==> config.mk <==
export PLATFORM = sky130hd
export DESIGN_NAME = zpix_fifo
export DESIGN_NICKNAME = d
export VERILOG_FILES = /design/src/rtl/zfifo_pkg.sv /design/src/rtl/zfifo_ptr.sv /design/src/rtl/zpix_fifo.sv
export SDC_FILE = /design/constraint.sdc
export NUM_CORES = 1
export LEC_CHECK = 0
export CELL_PAD_IN_SITES_DETAIL_PLACEMENT = 1
export CELL_PAD_IN_SITES_GLOBAL_PLACEMENT = 2
export CORE_MARGIN = 2
export CORE_UTILIZATION = 53
export CTS_CLUSTER_DIAMETER = 150
export DETAILED_ROUTE_END_ITERATION = 12
export PLACE_DENSITY = 0.95
export SETUP_SLACK_MARGIN = 0.02
export SYNTH_ARGS = -nofsm -noshare
export SYNTH_HDL_FRONTEND = slang
export SYNTH_SLANG_ARGS = --single-unit
==> constraint.sdc <==
create_clock -name clk -period 6.1 [get_ports clk]
set_input_delay 1.22 -clock clk [delete_from_list [all_inputs] [get_ports clk]]
set_output_delay 1.22 -clock clk [all_outputs]
set_load 0.02 [all_outputs]
==> src/rtl/zfifo_pkg.sv <==
// rtl/zfifo_pkg.sv - shared defaults and occupancy next-state function for the Z-buffer FIFO
package zfifo_pkg;

    localparam int PIX_W_DEF = 16;
    localparam int Z_W_DEF   = 16;
    localparam int DEPTH_DEF = 16;

    // Flush wins over push and pop; a simultaneous push and pop leaves occupancy unchanged.
    function automatic logic [31:0] fill_next(
        input logic [31:0] fill,
        input logic        push,
        input logic        pop,
        input logic        flush
    );
        logic [31:0] nxt;
        nxt = fill;
        if (flush) begin
            nxt = '0;
        end else if (push && !pop) begin
            nxt = fill + 32'd1;
        end else if (pop && !push) begin
            nxt = fill - 32'd1;
        end
        return nxt;
    endfunction

endpackage

==> src/rtl/zfifo_ptr.sv <==
// rtl/zfifo_ptr.sv - wrapping FIFO pointer with synchronous clear
module zfifo_ptr #(
    parameter int W = 4
) (
    input  logic         clk,
    input  logic         rst_n,
    input  logic         clr_i,
    input  logic         inc_i,
    output logic [W-1:0] ptr_o
);

    logic [W-1:0] ptr_q;
    logic [W-1:0] ptr_d;

    always_comb begin
        ptr_d = ptr_q;
        if (clr_i) begin
            ptr_d = '0;
        end else if (inc_i) begin
            ptr_d = ptr_q + W'(1);
        end
    end

    always_ff @(posedge clk or negedge rst_n) begin
        if (!rst_n) begin
            ptr_q <= '0;
        end else begin
            ptr_q <= ptr_d;
        end
    end

    assign ptr_o = ptr_q;

endmodule

==> src/rtl/zpix_fifo.sv <==
// rtl/zpix_fifo.sv - first-word-fall-through (pixel, depth) FIFO; ZFIFO_HWM_EN adds the hwm high-water port
module zpix_fifo
    import zfifo_pkg::*;
#(
    parameter int DEPTH     = DEPTH_DEF,
    parameter int PIX_WIDTH = PIX_W_DEF,
    parameter int Z_WIDTH   = Z_W_DEF,
    parameter int AF_THRESH = 14,
    localparam int ADDR_W   = $clog2(DEPTH)
) (
    input  logic                 clk,
    input  logic                 reset,
    input  logic                 in_valid,
    output logic                 in_ready,
    input  logic [PIX_WIDTH-1:0] in_pix,
    input  logic [Z_WIDTH-1:0]   in_z,
    output logic                 out_valid,
    input  logic                 out_ready,
    output logic [PIX_WIDTH-1:0] out_pix,
    output logic [Z_WIDTH-1:0]   out_z,
    input  logic                 flush,
    output logic [ADDR_W:0]      fill,
    output logic                 full,
    output logic                 empty,
    output logic                 almost_full
`ifdef ZFIFO_HWM_EN
    ,
    output logic [ADDR_W:0]      hwm
`endif
);

    localparam int ENTRY_W = PIX_WIDTH + Z_WIDTH;

    logic [ENTRY_W-1:0] mem_q [DEPTH];
    logic [ADDR_W-1:0]  wr_ptr;
    logic [ADDR_W-1:0]  rd_ptr;
    logic [ADDR_W:0]    fill_q;
    logic [ADDR_W:0]    fill_d;
    logic [ENTRY_W-1:0] head;
    logic               push;
    logic               pop;

    // Handshake flags come only from registered occupancy, so no ready-to-ready path exists.
    assign full        = (fill_q == (ADDR_W+1)'(DEPTH));
    assign empty       = (fill_q == '0);
    assign almost_full = (fill_q >= (ADDR_W+1)'(AF_THRESH));
    assign in_ready    = !full;
    assign out_valid   = !empty;
    assign fill        = fill_q;

    assign push = in_valid & in_ready;
    assign pop  = out_valid & out_ready;

    assign fill_d = (ADDR_W+1)'(fill_next(32'(fill_q), push, pop, flush));

    always_ff @(posedge clk or negedge reset) begin
        if (!reset) begin
            fill_q <= '0;
        end else begin
            fill_q <= fill_d;
        end
    end

    zfifo_ptr #(.W(ADDR_W)) u_wr_ptr (
        .clk   (clk),
        .rst_n (reset),
        .clr_i (flush),
        .inc_i (push),
        .ptr_o (wr_ptr)
    );

    zfifo_ptr #(.W(ADDR_W)) u_rd_ptr (
        .clk   (clk),
        .rst_n (reset),
        .clr_i (flush),
        .inc_i (pop),
        .ptr_o (rd_ptr)
    );

    // Storage is deliberately unreset; a flushed push is not written.
    always_ff @(posedge clk) begin
        if (push && !flush) begin
            mem_q[wr_ptr] <= {in_pix, in_z};
        end
    end

    assign head    = mem_q[rd_ptr];
    assign out_pix = head[ENTRY_W-1:Z_WIDTH];
    assign out_z   = head[Z_WIDTH-1:0];

`ifdef ZFIFO_HWM_EN
    logic [ADDR_W:0] hwm_q;
    logic [ADDR_W:0] hwm_d;

    // fill never exceeds DEPTH, so tracking the maximum saturates by construction.
    always_comb begin
        hwm_d = hwm_q;
        if (flush) begin
            hwm_d = '0;
        end else if (fill_d > hwm_q) begin
            hwm_d = fill_d;
        end
    end

    always_ff @(posedge clk or negedge reset) begin
        if (!reset) begin
            hwm_q <= '0;
        end else begin
            hwm_q <= hwm_d;
        end
    end

    assign hwm = hwm_q;
`endif

endmodule

**Word level (Yosys, flattened, before mapping)**

Memory sizes are Yosys's and may differ from the RTL's.
Index checks and enable logic that the tools add are counted.

- Add/sub/neg operators: 4
- Order comparisons: 1
- Equality and inequality tests: 1
- Multiplexer cells: 9
- Bitwise gates (word level): 2
- Reduce and logical (&&, ||, !) cells: 12

Operator list:

| operator | number |
|---|---|
| 4-bit 2-to-1 mux | 4 |
| 5-bit 2-to-1 mux | 3 |
| 4-bit by 1-bit adder with 4-bit output (second input constant) | 2 |
| 5-bit by 1-bit adder with 5-bit output (second input constant) | 1 |
| 5-bit equality test (second input constant) | 1 |
| 5-bit by 4-bit >= comparator with 1-bit output (second input constant) | 1 |
| 1-bit logical NOT | 5 |
| 5-bit logical NOT | 1 |
| 5-bit by 1-bit subtractor with 5-bit output (second input constant) | 1 |
| 2-bit nonzero test | 2 |
| 1-bit logical AND | 3 |
| 3-bit nonzero test | 1 |
| 1-bit AND | 2 |
| 1-bit 2-to-1 mux | 2 |

- Flip-flop bits (word level): 13
- Memory bits (writable): 512
- Input port bits: 37
- Output and inout port bits: 42
- Word-level logic and storage cells: 33
- Memories kept: 1

Memory list:

| name | depth | bits a word | rd ports | clocked after memory_dff | wr ports | line | text |
|---|---|---|---|---|---|---|---|
| mem_q | 16 | 32 | 1 | 0 | 1 | zpix_fifo.sv:34 | `logic [ENTRY_W-1:0] mem_q [DEPTH];` |

**Logic depth before layout (Yosys ltp)**

Gate-level depths: netlist (run 1).

- Depth after elaboration: 8
- Depth in mapped cells: 8
- Gate-level depth less buffers: 8

**Hierarchy**

A second synthesis (run 1) with hierarchy kept.

- Cells, all modules: 818
- Area, all modules: 20,276.9 um^2

Modules (own cells, without submodules):

| module | times used | cells an instance | area each (um^2) |
|---|---|---|---|
| zpix_fifo | 1 | 786 | 19,891.6 |
| zfifo_ptr | 2 | 16 | 192.7 |

**Worst setup path before layout (run 1)**

OpenSTA, ideal clock, no wires.

- Kind: in2reg
- From: input in_valid
- To: memory mem_q[12][0] in the netlist's numbering, enable pin
- Setup time: 0.421 ns
- Arrival: 3.461 ns
- Required time: 5.679 ns
- Path slack: 2.218 ns
- Stages: 4
- Buffers on the path: 1
- Cells stage by stage: clkbuf_1 a21boi_1 nand2_1 nor2_1

- Word-level cells in the longest chain between the ends: 4

Ends and longest elaborated chain:

| item | line | text |
|---|---|---|
| from (decl) | zpix_fifo.sv:13 | `input logic in_valid,` |
| 1-bit AND | zpix_fifo.sv:51 | `assign push = in_valid & in_ready;` |
| 1-bit logical AND | zpix_fifo.sv:82 | `if (push && !flush) begin` |
| 1-bit 2-to-1 mux | zpix_fifo.sv:82 |  |
| 1-bit 2-to-1 mux (not written as such) | zpix_fifo.sv:83 | `mem_q[wr_ptr] <= {in_pix, in_z};` |
| to (decl) | zpix_fifo.sv:34 |  |

No other way between the ends.

**Worst setup path in the final report (run 1)**

- From: register u_rd_ptr.ptr_q[0] (netlist: u_rd_ptr.ptr_o[0])
- To: output out_pix[6]

- Word-level cells in the longest chain between the ends: 1

Ends and longest elaborated chain:

| item | line | text |
|---|---|---|
| from (decl) | zfifo_ptr.sv:12 | `logic [W-1:0] ptr_q;` |
| from (signal assigned) | zfifo_ptr.sv:28 | `ptr_q <= ptr_d;` |
| memory 16 x 32 bit | - |  |
| to (decl) | zpix_fifo.sv:19 | `output logic [PIX_WIDTH-1:0] out_pix,` |

No other way between the ends.

==> results of run 1 <==
[per-layer routing]
| metal | vias to the layer above | share of wire | GRT usage |
|---|---|---|---|
| li1 | 3788 | - | - |
| met1 | 5100 | 0.38 | 0.3459 |
| met2 | 462 | 0.52 | 0.4455 |
| met3 | 101 | 0.064 | 0.03831 |
| met4 | 0 | 0.030 | 0.08513 |
| met5 | - | 0 | 0 |
[cells in the final DEF (no fill, tap or decap), drive strengths merged, types with 2 or more instances in the layout]
master / count
o21ai: 2
xnor2: 2
inv: 7
clkdlybuf4s50: 78
a21boi: 3
dfrtp: 13
nor2: 28
mux2i: 3
edfxtp: 512
ha: 9
nand2: 9
mux4: 160
nand3: 6
a21oi: 5
and3: 2
buf: 26
clkinv: 17
mux2: 3
o211ai: 4
clkbuf: 73
bufinv: 3
xor2: 5
[sequential cells by signal, summed over array words and instances (netlist names)]
| name | flops |
|---|---|
| u_rd_ptr.ptr_o | 4 |
| u_wr_ptr.ptr_o | 4 |
| mem_q | 512 |
| fill | 5 |
[cell type report]
class / count / area (um^2) / share of cell area
Sequential cell: 525 / 15710 / 0.6725
Multi-Input combinational cell: 255 / 4362 / 0.1867
Clock buffer: 73 / 1420 / 0.06079
Timing Repair Buffer: 104 / 1026 / 0.04392
Tap cell: 511 / 639.4 / 0.02737
Clock inverter: 21 / 180.2 / 0.007712
Inverter: 6 / 22.52 / 0.0009640
Antenna cell: 1 / 2.502 / 0.0001071
[where the power goes]
group          switching, mW  total [mW]  internal (mW)
logic                  0.745        1.63          0.884
clock network           1.32        3.06           1.74
registers              0.171        4.20           4.03
total                   2.23        8.89           6.65
[through the flow]
stage / worst slack, ps / hold WS, ps / util / cells / instance area (um^2)
floorplan: 2218 / 551.7 / - / 829 / 20210
global placement: 1737 / 586.8 / 0.5791 / 1401 / 21760
detailed placement: 1575 / 635.7 / 0.5791 / 1401 / 21760
CTS: 1028 / 652.2 / 0.6217 / 1495 / 23360
global route: 936.6 / 698.6 / 0.6217 / 1495 / 23360
finish: 1129 / 653.4 / 0.6217 / 1496 / 23360
[logic make-up after synthesis]
kind of cell    Yosys count  share of synthesized area
flops                   525                     0.7767
mux                     166                     0.1814
simple gates             53                    0.01219
buf+inv                  49                    0.01349
compound gates           19                   0.006623
fa+ha+maj                10                   0.006561
xor+xnor                  7                   0.003033
[tightest hold or removal path, cell delays in order (launching register included)]
cell	delay [ps]
sky130_fd_sc_hd__dfrtp_1	430
sky130_fd_sc_hd__xnor2_1	140
sky130_fd_sc_hd__nor2_1	40
[worst max path at each step]
| stage | cells after the start | from | end | slack, ps |
|---|---|---|---|---|
| final | 4 | u_rd_ptr.ptr_o[0]$_DFFE_PN0P_ | out_pix[6] | 1130 |
| after CTS | 4 | u_rd_ptr.ptr_o[0]$_DFFE_PN0P_ | out_pix[6] | 1030 |
| after floorplan | 4 | in_valid | mem_q[12][0]$_DFFE_PP_ | 2220 |
| after global routing | 4 | u_rd_ptr.ptr_o[0]$_DFFE_PN0P_ | out_pix[6] | 940 |
| after detailed placement | 5 | in_valid | mem_q[13][30]$_DFFE_PP_ | 1570 |
| after global placement | 5 | in_valid | mem_q[13][1]$_DFFE_PP_ | 1740 |
==> tab_implementation.tex, run 1 <==
\begin{tabular}{lr}
\hline
Metric & Value \\
\hline
\multicolumn{2}{l}{\textbf{Global routing}} \\
\quad Vias in the first global route & 10.40k \\
\quad Largest net degree at the start of global routing & 68 \\
\quad Total global routing track utilization & 0.2595 \\
\quad Global-route wire length before repair & around 72,000 um \\
\quad Antenna violations before repair & 1 \\
\quad Total congestion overflow after global routing & 0 \\
\multicolumn{2}{l}{\textbf{Logic synthesis}} \\
\quad Syn\_nets & 876 \\
\quad Mean post-synth cell area & 24.38 um\^{}2 \\
\quad Number of enable-type register cells in the synthesized netlist & 512 \\
\quad Post-synthesis cell type with the largest combined area & sky130\_fd\_sc\_hd\_\_edfxtp\_1 \\
\quad Async set-or-reset flop fraction in the synthesized netlist & 0.02476 \\
\quad Yosys synthesis warning count & 0 \\
\quad Post-synthesis cell count & 829 \\
\quad Yosys cell types & 39 \\
\quad Most numerous cell in the Yosys netlist & sky130\_fd\_sc\_hd\_\_edfxtp\_1 \\
\quad Yosys reg bits & 525 \\
\quad Most common flop cell mapped by yosys & sky130\_fd\_sc\_hd\_\_edfxtp\_1 \\
\quad Most area-consuming cells after synthesis & sky130\_fd\_sc\_hd\_\_edfxtp\_1 (76\%), sky130\_fd\_sc\_hd\_\_mux4\_2 (18\%), sky130\_fd\_sc\_hd\_\_dfrtp\_1 (1.6\%), sky130\_fd\_sc\_hd\_\_buf\_6 (0.61\%), sky130\_fd\_sc\_hd\_\_ha\_1 (0.56\%) \\
\quad Proportion of synthesized chip area in sequential cells & 0.7767 \\
\quad Top-area cell type share of the netlist area & 0.7606 \\
\quad Top post-synthesis cells by count & sky130\_fd\_sc\_hd\_\_edfxtp\_1 (512), sky130\_fd\_sc\_hd\_\_mux4\_2 (160), sky130\_fd\_sc\_hd\_\_nor2\_1 (28) \\
\quad Combined area of all synthesized cells & 0.02021 mm\^{}2 \\
\multicolumn{2}{l}{\textbf{STA}} \\
\quad Final Hold Viols & 0 \\
\quad Final worst-path cycle share & 0.8149 \\
\quad Transition time at the pin with the least slew margin & 1207 ps \\
\quad Final sum of negative setup slack & 0 ps \\
\quad Total setup violations reported at the end of the flow & 0 \\
\quad Layout Skew & between 15 and 20 ps \\
\quad Worst slew margin relative to its limit & 0.1955 \\
\quad Clock period minus final worst setup slack & $\sim$5000 ps \\
\quad Unrepaired setup endpoints after global routing & false \\
\quad Max Clock Freq & 201.2 MHz \\
\quad Final slew viol count & 0 \\
\multicolumn{2}{l}{\textbf{Floorplanning}} \\
\quad Core outline area & about 0.038 mm\^{}2 \\
\quad Top-Level Pins & 79 \\
\quad Floorplan die width & about 200 um \\
\quad Die outline area & slightly below 0.04 mm\^{}2 \\
\quad Row count & 71 \\
\quad Initial Util & 0.5379 \\
\quad Die height & 199.3 um \\
\multicolumn{2}{l}{\textbf{Run}} \\
\quad Max Cap Viol & 0 \\
\multicolumn{2}{l}{\textbf{CTS}} \\
\quad CTS tree & yes \\
\quad Maximum number of buffers from clock root to sink & 3 \\
\quad Hold\_buf cts & 0 \\
\quad Number of post-CTS setup repair buffers & 0 \\
\quad CTS Buf Count & 51 \\
\quad Clock insertion delay at the later pin of the skew report & 580 ps \\
\quad Number of clock sinks seen by CTS & 525 \\
\quad Number of gates given a new drive strength after cts & 0 \\
\quad Maximum level of the CTS H-tree & 2 \\
\quad Clock transition at the registers of the reported paths & 70 ps \\
\quad Library cell used as clock root buffer & sky130\_fd\_sc\_hd\_\_clkbuf\_16 \\
\multicolumn{2}{l}{\textbf{Status}} \\
\quad Run status & complete, no violations \\
\multicolumn{2}{l}{\textbf{Placed design}} \\
\quad Routability Congestion & slightly above 0.7 \\
\quad Port bufs & 78 \\
\quad Sum of net half-perimeters after detailed placement & 26,060 um \\
\multicolumn{2}{l}{\textbf{Critical path}} \\
\quad Reg-to-Reg End & mem\_q[0][9]\$\_DFFE\_PP\_ \\
\quad Family with the most delay on the worst path & multiplexers \\
\quad Critical R2R Launch & fill[0]\$\_DFFE\_PN0P\_ \\
\quad Type of element launching the critical path & flop \\
\quad Worst EP required & 4880 ps \\
\quad Arr. time, crit path & 3750 ps \\
\quad Depth of the worst register-to-register path & 5 \\
\quad Crit. End Element & primary output \\
\quad Critical path start-end classification & reg2out \\
\quad Setup slack, reg-to-reg & 2870 ps \\
\quad Highest fanout seen on the critical path & 42 \\
\quad Highest cell delay on the worst timing path & about 1000 ps \\
\quad Most common cell on crit path & sky130\_fd\_sc\_hd\_\_mux4\_2 \\
\quad CP max-delay cell & sky130\_fd\_sc\_hd\_\_dfrtp\_4 \\
\quad Cell breakdown of the critical path & buf\_4, mux4\_2, mux4\_2, clkdlybuf4s50\_1 \\
\quad Buffers and inverters on the worst path & 2 \\
\multicolumn{2}{l}{\textbf{Power and ir drop}} \\
\quad Leakage & 7.151 nW \\
\quad Power per Cell Area & 380.4 mW/mm\^{}2 \\
\quad Post-layout power & 8.887 mW \\
\quad VDD IR max & 0.2043 mV \\
\multicolumn{2}{l}{\textbf{Drt}} \\
\quad Vias & 9,451 \\
\quad Number of detailed-route iterations in the first pass & 5 \\
\quad Vias per cell & 6.318 \\
\quad Residual antenna-violating net count after detailed routing & 0 \\
\quad Number of violations reported at the end of detailed-routing iteration 0 & about 930 \\
\quad Detailed Route WL & 49,140 um \\
\quad Wirelength per Cell & 32.84 um \\
\quad \# DRC & 0 \\
\multicolumn{2}{l}{\textbf{Finish}} \\
\quad Layout Area Growth over Synthesis & 15.57\% \\
\quad Share of post-route cells with drive strength above 1 & 0.2785 \\
\quad FILL cells & between 3k and 4k \\
\quad Final net count & 990 \\
\multicolumn{2}{l}{\textbf{Min path}} \\
\quad Worst hold path cell count & 2 \\
\quad Critical hold path startpoint & u\_wr\_ptr.ptr\_o[0]\$\_DFFE\_PN0P\_ \\
\quad Class of the worst hold path & reg2reg \\
\quad Worst hold path endpoint & u\_wr\_ptr.ptr\_o[0]\$\_DFFE\_PN0P\_ \\
\hline
\end{tabular}
Power figures use the tool's default switching activity.
==> run 2: changes to the inputs <==
--- a/config.mk
+++ b/config.mk
@@ -8,10 +8,10 @@
 export CELL_PAD_IN_SITES_DETAIL_PLACEMENT = 1
 export CELL_PAD_IN_SITES_GLOBAL_PLACEMENT = 2
 export CORE_MARGIN = 2
-export CORE_UTILIZATION = 53
+export CORE_UTILIZATION = 49
 export CTS_CLUSTER_DIAMETER = 150
 export DETAILED_ROUTE_END_ITERATION = 12
-export PLACE_DENSITY = 0.95
+export PLACE_DENSITY = 0.9
 export SETUP_SLACK_MARGIN = 0.02
 export SYNTH_ARGS = -nofsm -noshare
 export SYNTH_HDL_FRONTEND = slang
==> constraint.sdc (replaced) <==
create_clock -name clk -period 4.65 [get_ports clk]
set_input_delay 0.93 -clock clk [delete_from_list [all_inputs] [get_ports clk]]
set_output_delay 0.93 -clock clk [all_outputs]
set_load 0.02 [all_outputs]
==> run 2 against run 1 <==
Compared with the run above:
- first-iteration DRC count up 14%
- power is 31% higher
- worst setup slack worse by 760 ps
- via count about the same
- cell count rose by 1.8%
- critical path depth stayed put
- clock-buffer cell count shrank 13
- sequential power up 29%
- largest cell class unchanged
- global-route usage is 3.1 points lower
- combinational power is 36% higher
- worst hold slack lost 19 ps
==> tab_implementation.tex, run 2 (same netlist as run 1, synthesis figures left out) <==
\begin{tabular}{lr}
\hline
Metric & Value \\
\hline
\multicolumn{2}{l}{\textbf{Finish}} \\
\quad Final net count & 1,002 (+1.2\%) \\
\quad Largest Register & mem\_q \\
\quad Share of post-route cells with drive strength above 1 & 0.2866 (+0.008124) \\
\quad Commonest non-fill, non-tap cells in the layout & sky130\_fd\_sc\_hd\_\_edfxtp\_1 (512), sky130\_fd\_sc\_hd\_\_mux4\_2 (160), sky130\_fd\_sc\_hd\_\_clkdlybuf4s50\_1 (78), sky130\_fd\_sc\_hd\_\_clkbuf\_16 (53), sky130\_fd\_sc\_hd\_\_buf\_4 (24) \\
\quad Final antenna diode count & 0 (-1) \\
\quad Most frequent standard cell in the layout excluding fill and tap cells & sky130\_fd\_sc\_hd\_\_edfxtp\_1 \\
\quad Number of flip-flops under the largest register name & 512 (unchanged) \\
\quad Layout Area Growth over Synthesis & 16.66\% \\
\quad Fin cells & 1,523 (+1.8\%) \\
\multicolumn{2}{l}{\textbf{Power and ir drop}} \\
\quad Power per Cell Area & 493.4 mW/mm\^{}2 (+30\%) \\
\quad VDD IR max & 0.2651 mV (+30\%) \\
\quad Leakage & 7.238 nW (+1.2\%) \\
\quad Post-layout power & 11.63 mW (+31\%) \\
\multicolumn{2}{l}{\textbf{Critical path}} \\
\quad Most common cell on crit path & sky130\_fd\_sc\_hd\_\_mux4\_2 \\
\quad Arr. time, crit path & 3350 ps (-400 ps) \\
\quad Buffers and inverters on the worst path & 2 (unchanged) \\
\quad Family with the most delay on the worst path & multiplexers \\
\quad Critical path start-end classification & reg2out \\
\quad CP max-delay cell & sky130\_fd\_sc\_hd\_\_dfrtp\_4 \\
\quad Crit. End Element & primary output \\
\quad Worst EP required & 3720 ps (-1160 ps) \\
\quad Type of element launching the critical path & flop \\
\quad Cell breakdown of the critical path & buf\_4, mux4\_2, mux4\_2, clkdlybuf4s50\_1 \\
\quad Highest cell delay on the worst timing path & 730 ps (-290 ps) \\
\quad Highest fanout seen on the critical path & 21 (-50\%) \\
\multicolumn{2}{l}{\textbf{STA}} \\
\quad Total setup violations reported at the end of the flow & 0 (unchanged) \\
\quad Final slew viol count & 0 (unchanged) \\
\quad Final sum of negative setup slack & 0 ps (unchanged) \\
\quad Layout Skew & 13.86 ps (-1.939 ps) \\
\quad Max Clock Freq & 233.5 MHz \\
\quad Final worst-path cycle share & 0.9211 \\
\quad Clock period minus final worst setup slack & between 4000 and 5000 ps \\
\quad Final Hold Viols & 0 (unchanged) \\
\quad Worst slew margin relative to its limit & 0.4954 (+0.2999) \\
\quad Transition time at the pin with the least slew margin & 755.1 ps (-451.6 ps) \\
\quad Unrepaired setup endpoints after global routing & false \\
\multicolumn{2}{l}{\textbf{CTS}} \\
\quad Number of clock sinks seen by CTS & 525 (unchanged) \\
\quad CTS tree & yes \\
\quad Maximum number of buffers from clock root to sink & 3 (unchanged) \\
\quad Clock transition at the registers of the reported paths & 60 ps (about the same) \\
\quad Number of post-CTS setup repair buffers & 0 (unchanged) \\
\quad Clock insertion delay at the later pin of the skew report & 580 ps (about the same) \\
\quad CTS Buf Count & 51 (unchanged) \\
\quad Number of gates given a new drive strength after cts & 0 (unchanged) \\
\quad Maximum level of the CTS H-tree & 2 (unchanged) \\
\quad Hold\_buf cts & 0 (unchanged) \\
\quad Library cell used as clock root buffer & sky130\_fd\_sc\_hd\_\_clkbuf\_16 \\
\multicolumn{2}{l}{\textbf{Run}} \\
\quad Max Cap Viol & 0 (unchanged) \\
\multicolumn{2}{l}{\textbf{Global routing}} \\
\quad Total congestion overflow after global routing & 0 (unchanged) \\
\quad Global routing usage on met3 & 0.04351 (+0.005199) \\
\quad GR Layer Usage met2 & 0.3747 (-0.07076) \\
\quad Vias in the first global route & 10.47k (+0.67\%) \\
\quad Global-route wire length before repair & 71,640 um (-0.12\%) \\
\quad Met1 track demand over resource & 0.3093 (-0.03657) \\
\quad Antenna violations before repair & 3 (+2) \\
\quad Largest net degree at the start of global routing & 64 (-5.9\%) \\
\quad Total global routing track utilization & 0.2287 (-0.03081) \\
\quad Most used routing layer in global routing & met2 \\
\multicolumn{2}{l}{\textbf{Floorplanning}} \\
\quad Floorplan die width & 207.1 um (+3.9\%) \\
\quad Core outline area & 0.04074 mm\^{}2 (+8.4\%) \\
\quad Die height & 207.1 um (+3.9\%) \\
\quad Die outline area & 0.04289 mm\^{}2 (+8.0\%) \\
\quad Row count & 74 (+4.2\%) \\
\quad Top-Level Pins & 79 (unchanged) \\
\quad Initial Util & 0.4962 (-0.04175) \\
\multicolumn{2}{l}{\textbf{Drt}} \\
\quad Vias & 9,447 (-0.042\%) \\
\quad Vias per cell & 6.203 (-1.8\%) \\
\quad Number of detailed-route iterations in the first pass & 5 (unchanged) \\
\quad \# DRC & 0 (unchanged) \\
\quad Number of violations reported at the end of detailed-routing iteration 0 & 1,059 (+14\%) \\
\quad Wirelength per Cell & 31.40 um (-4.4\%) \\
\quad Residual antenna-violating net count after detailed routing & 0 (unchanged) \\
\quad Detailed Route WL & 47,830 um (-2.7\%) \\
\multicolumn{2}{l}{\textbf{Placed design}} \\
\quad Routability Congestion & 0.7048 (-3.0\%) \\
\quad Sum of net half-perimeters after detailed placement & 25,380 um (-2.6\%) \\
\quad Total placed cells including tap cells & 1,434 (+2.4\%) \\
\quad Port bufs & 78 (unchanged) \\
\multicolumn{2}{l}{\textbf{Status}} \\
\quad Run status & complete, no violations \\
\multicolumn{2}{l}{\textbf{Min path}} \\
\quad Class of the worst hold path & reg2reg \\
\hline
\end{tabular}
-- run 2: cell types whose count changed in the layout (fill, tap and decap cells not counted), sizes merged --
cell / change
buf: +12
bufinv: +1
clkbuf: -13
clkinv: +7
diode: -1
-- run 2: metal layers --
layer,vias to the layer above,part of all wire
met2,448,0.51
met3,111,0.069
met5,-,0.00084
met1,5071,0.39
li1,3811,-
met4,6,0.033
-- run 2: stage by stage --
step | hold WS, ps | instance area, um^2 | setup WS (ps) | utilization
2_1_floorplan | 551.7 | 20210 | 1058 | -
3_3_place_gp | 583.5 | 22000 | 978.4 | 0.5400
3_5_place_dp | 620.2 | 22000 | 925.3 | 0.5400
4_1_cts | 628.9 | 23580 | 326.4 | 0.5788
5_1_grt | 679.9 | 23580 | 244.3 | 0.5788
6_report | 634.4 | 23580 | 366.9 | 0.5788
-- run 2: power by group --
part           internal (mW)  leakage [nW]  switching [mW]  total [mW]
clock                   2.28         0.773            1.73        4.01
combinational           1.17          1.69            1.05        2.22
sequential              5.28          4.78           0.125        5.41
total                   8.73          7.24            2.90        11.6
-- run 2: cell type report --
class / count / area [um^2]
Fill cell: 3394 / 17160
Sequential cell: 525 / 15710
Multi-Input combinational cell: 255 / 4362
Clock buffer: 60 / 1353
Timing Repair Buffer: 116 / 1241
Tap cell: 532 / 665.6
Clock inverter: 29 / 227.7
Inverter: 6 / 22.52
-- run 2: final timing paths --
check	startpoint	to	slack, ps	cells after the start
max in group asynchronous	reset	u_rd_ptr.ptr_o[0]$_DFFE_PN0P_	3320	1
worst min register to register	u_wr_ptr.ptr_o[1]$_DFFE_PN0P_	u_wr_ptr.ptr_o[1]$_DFFE_PN0P_	630	2
worst max register to register	fill[1]$_DFFE_PN0P_	fill[4]$_DFFE_PN0P_	1670	8
worst max-delay path	u_rd_ptr.ptr_o[0]$_DFFE_PN0P_	out_pix[15]	370	4
worst min-delay path	u_wr_ptr.ptr_o[1]$_DFFE_PN0P_	u_wr_ptr.ptr_o[1]$_DFFE_PN0P_	630	2
min in group asynchronous	reset	u_rd_ptr.ptr_o[3]$_DFFE_PN0P_	800	1
-- run 2: worst register-to-register path: cells and delay by family (launching register included) --
kind                     cells  cell delay, ps
AO/OA/AOI/OAI                5            1280
flip-flops                   1             490
AND/OR/NAND/NOR              2             830
adder cells (fa/ha/maj)      1             310
==> run 3: changes to the inputs <==
--- a/config.mk
+++ b/config.mk
@@ -5,13 +5,14 @@
 export SDC_FILE = /design/constraint.sdc
 export NUM_CORES = 1
 export LEC_CHECK = 0
+export ABC_CLOCK_PERIOD_IN_PS = 4650
 export CELL_PAD_IN_SITES_DETAIL_PLACEMENT = 1
 export CELL_PAD_IN_SITES_GLOBAL_PLACEMENT = 2
 export CORE_MARGIN = 2
 export CORE_UTILIZATION = 49
 export CTS_CLUSTER_DIAMETER = 150
 export DETAILED_ROUTE_END_ITERATION = 12
-export PLACE_DENSITY = 0.9
+export PLACE_DENSITY = 0.75
 export SETUP_SLACK_MARGIN = 0.02
 export SYNTH_ARGS = -nofsm -noshare
 export SYNTH_HDL_FRONTEND = slang
==> run 3 against run 2 <==
Compared with the run above:
- flip-flop and latch count did not move
- utilization is essentially flat
- power decreased by 0.75%
- worst hold slack lost 57 ps
- sequential power about the same
- clock skew is 22 ps higher
- global-route usage shrank 2.4 points
- die area unchanged
==> tab_implementation.tex, run 3 (same netlist as run 1, synthesis figures left out) <==
\begin{tabular}{lr}
\hline
Metric & Value \\
\hline
\multicolumn{2}{l}{\textbf{Critical path}} \\
\quad Depth of the worst register-to-register path & 8 (unchanged) \\
\quad Critical R2R Launch & fill[1]\$\_DFFE\_PN0P\_ \\
\quad Setup slack, reg-to-reg & 1690 ps (+20 ps) \\
\quad Crit. End Element & primary output \\
\quad Type of element launching the critical path & flop \\
\quad Highest fanout seen on the critical path & 25 (+19\%) \\
\quad Critical path start-end classification & reg2out \\
\quad Arr. time, crit path & 3240 ps (-110 ps) \\
\quad Reg-to-Reg End & fill[4]\$\_DFFE\_PN0P\_ \\
\quad Worst EP required & 3720 ps (about the same) \\
\multicolumn{2}{l}{\textbf{Placed design}} \\
\quad Worst setup slack after placement & 932.5 ps (+7.252 ps) \\
\quad Port bufs & 78 (unchanged) \\
\quad Sum of net half-perimeters after detailed placement & 23,000 um (-9.4\%) \\
\quad Routability Congestion & 0.7022 (-0.37\%) \\
\multicolumn{2}{l}{\textbf{Global routing}} \\
\quad Total global routing track utilization & 0.2048 (-0.02392) \\
\quad Total congestion overflow after global routing & 0 (unchanged) \\
\quad Global-route wire length before repair & 64,590 um (-9.8\%) \\
\quad Antenna violations before repair & 1 (-2) \\
\quad Largest net degree at the start of global routing & 56 (-13\%) \\
\quad Vias in the first global route & 9,788 (-6.5\%) \\
\multicolumn{2}{l}{\textbf{Finish}} \\
\quad Footprint of the flip-flops and latches & 0.01571 mm\^{}2 (unchanged) \\
\quad FILL cells & 3,375 (-0.56\%) \\
\quad Share of post-route cells with drive strength above 1 & 0.2841 (-0.002454) \\
\quad Number of flip-flops under the largest register name & 512 (unchanged) \\
\quad Layout Area Growth over Synthesis & 16.61\% (about the same) \\
\quad Most frequent standard cell in the layout excluding fill and tap cells & sky130\_fd\_sc\_hd\_\_edfxtp\_1 \\
\quad Commonest non-fill, non-tap cells in the layout & sky130\_fd\_sc\_hd\_\_edfxtp\_1 (512), sky130\_fd\_sc\_hd\_\_mux4\_2 (160), sky130\_fd\_sc\_hd\_\_clkdlybuf4s50\_1 (78), sky130\_fd\_sc\_hd\_\_clkbuf\_16 (54), sky130\_fd\_sc\_hd\_\_buf\_4 (17) \\
\quad Largest Register & mem\_q \\
\quad Area used by multi-input combinational logic & 0.004362 mm\^{}2 (unchanged) \\
\quad Final antenna diode count & 0 (unchanged) \\
\quad Final net count & 998 (-0.40\%) \\
\multicolumn{2}{l}{\textbf{CTS}} \\
\quad Clock transition at the registers of the reported paths & 60 ps (about the same) \\
\quad Clock insertion delay at the later pin of the skew report & 600 ps (+20 ps) \\
\quad Number of post-CTS setup repair buffers & 0 (unchanged) \\
\quad Maximum level of the CTS H-tree & 2 (unchanged) \\
\quad Library cell used as clock root buffer & sky130\_fd\_sc\_hd\_\_clkbuf\_16 \\
\quad Number of gates given a new drive strength after cts & 0 (unchanged) \\
\quad Maximum number of buffers from clock root to sink & 3 (unchanged) \\
\quad CTS tree & yes \\
\quad CTS Buf Count & 53 (+3.9\%) \\
\quad Hold\_buf cts & 0 (unchanged) \\
\quad Number of clock sinks seen by CTS & 525 (unchanged) \\
\multicolumn{2}{l}{\textbf{Power and ir drop}} \\
\quad Power per Cell Area & 489.9 mW/mm\^{}2 (-0.71\%) \\
\quad Leakage & 7.210 nW (-0.38\%) \\
\quad VDD IR max & 0.3008 mV (+13\%) \\
\multicolumn{2}{l}{\textbf{STA}} \\
\quad Clock period minus final worst setup slack & 4168 ps (-115.1 ps) \\
\quad Total setup violations reported at the end of the flow & 0 (unchanged) \\
\quad Final Hold Viols & 0 (unchanged) \\
\quad Worst slew margin relative to its limit & 0.4992 (+0.003807) \\
\quad PnR worst setup slack & 482.0 ps (+115.1 ps) \\
\quad Final slew viol count & 0 (unchanged) \\
\quad Max Clock Freq & 239.9 MHz (+2.8\%) \\
\quad Unrepaired setup endpoints after global routing & false \\
\quad Final sum of negative setup slack & 0 ps (unchanged) \\
\quad Final worst-path cycle share & 0.8963 (-0.02474) \\
\quad Tightest hold margin & 577.8 ps (-56.59 ps) \\
\quad Layout Skew & 35.79 ps (+21.93 ps) \\
\quad Transition time at the pin with the least slew margin & 749.4 ps (-5.698 ps) \\
\multicolumn{2}{l}{\textbf{Drt}} \\
\quad Wirelength per Cell & 28.12 um (-10\%) \\
\quad Detailed Route WL & 42,760 um (-11\%) \\
\quad Vias & 8,944 (-5.3\%) \\
\quad Number of violations reported at the end of detailed-routing iteration 0 & 717 (-32\%) \\
\quad Number of detailed-route iterations in the first pass & 7 (+2) \\
\quad Residual antenna-violating net count after detailed routing & 0 (unchanged) \\
\quad \# DRC & 0 (unchanged) \\
\quad Vias per cell & 5.880 (-5.2\%) \\
\multicolumn{2}{l}{\textbf{Min path}} \\
\quad Worst hold path endpoint & u\_rd\_ptr.ptr\_o[3]\$\_DFFE\_PN0P\_ \\
\quad Class of the worst hold path & reg2reg \\
\quad Worst hold path cell count & 2 (unchanged) \\
\quad Critical hold path startpoint & u\_rd\_ptr.ptr\_o[3]\$\_DFFE\_PN0P\_ \\
\multicolumn{2}{l}{\textbf{Floorplanning}} \\
\quad Core outline area & 0.04074 mm\^{}2 (unchanged) \\
\quad Die outline area & 0.04289 mm\^{}2 (unchanged) \\
\quad Floorplan die width & 207.1 um (unchanged) \\
\quad Top-Level Pins & 79 (unchanged) \\
\quad Initial Util & 0.4962 (unchanged) \\
\quad Die height & 207.1 um (unchanged) \\
\quad Row count & 74 (unchanged) \\
\multicolumn{2}{l}{\textbf{Status}} \\
\quad Run status & complete, no violations \\
\multicolumn{2}{l}{\textbf{Run}} \\
\quad Max Cap Viol & 0 (unchanged) \\
\hline
\end{tabular}
==> run 3: changes by cell type in the layout (fill, tap and decap cells not counted), sizes merged <==
| cell | previous run | this run |
|---|---|---|
| clkinv | 24 | 20 |
| clkbuf | 60 | 68 |
| buf | 38 | 32 |
| clkinvlp | 0 | 2 |
| bufinv | 4 | 3 |
| inv | 7 | 6 |
==> run 3: worst max path at each step <==
stage | start | to | slack, ps
after floorplan | in_valid | mem_q[12][0]$_DFFE_PP_ | 1060
after global placement | in_valid | mem_q[10][24]$_DFFE_PP_ | 1000
after detailed placement | in_valid | fill[4]$_DFFE_PN0P_ | 930
after CTS | u_rd_ptr.ptr_o[0]$_DFFE_PN0P_ | out_pix[12] | 410
after global routing | u_rd_ptr.ptr_o[0]$_DFFE_PN0P_ | out_pix[12] | 320
final | u_rd_ptr.ptr_o[0]$_DFFE_PN0P_ | out_pix[12] | 480
==> run 3: stage by stage <==
stage / util / power, mW / area (um^2) / std cells
2_1_floorplan: - / 6.999 / 20210 / 829
3_3_place_gp: 0.5393 / 7.688 / 21970 / 1428
3_5_place_dp: 0.5393 / 7.714 / 21970 / 1428
4_1_cts: 0.5786 / 11.69 / 23570 / 1521
5_1_grt: 0.5786 / 11.97 / 23570 / 1521
6_report: 0.5786 / 11.55 / 23570 / 1521
==> run 3: cell type report <==
type                            count  area share
Timing Repair Buffer              110     0.05127
Tap cell                          532     0.02824
Multi-Input combinational cell    255      0.1850
Clock inverter                     25    0.008493
Inverter                            6   0.0009554
Clock buffer                       68     0.05955
Sequential cell                   525      0.6665
==> run 3: where the power goes <==
group / internal, mW / switching [mW] / total (mW)
combinational: 1.15 / 1.02 / 2.18
sequential: 5.28 / 0.105 / 5.39
clock: 2.28 / 1.70 / 3.98
total: 8.72 / 2.83 / 11.5
==> run 3: critical path, cell delays in order, from the launching register on <==
cell and delay [ps]:
sky130_fd_sc_hd__dfrtp_4 530, sky130_fd_sc_hd__buf_4 460, sky130_fd_sc_hd__mux4_2 590, sky130_fd_sc_hd__mux4_2 500, sky130_fd_sc_hd__clkdlybuf4s50_1 560
==> run 3: per-layer routing <==
layer,up-vias,GRT usage,part of all wire
met5,-,0,0.00030
met4,2,0.05246,0.020
met3,66,0.03654,0.049
met2,253,0.3392,0.51
met1,4817,0.2856,0.42
li1,3806,-,-
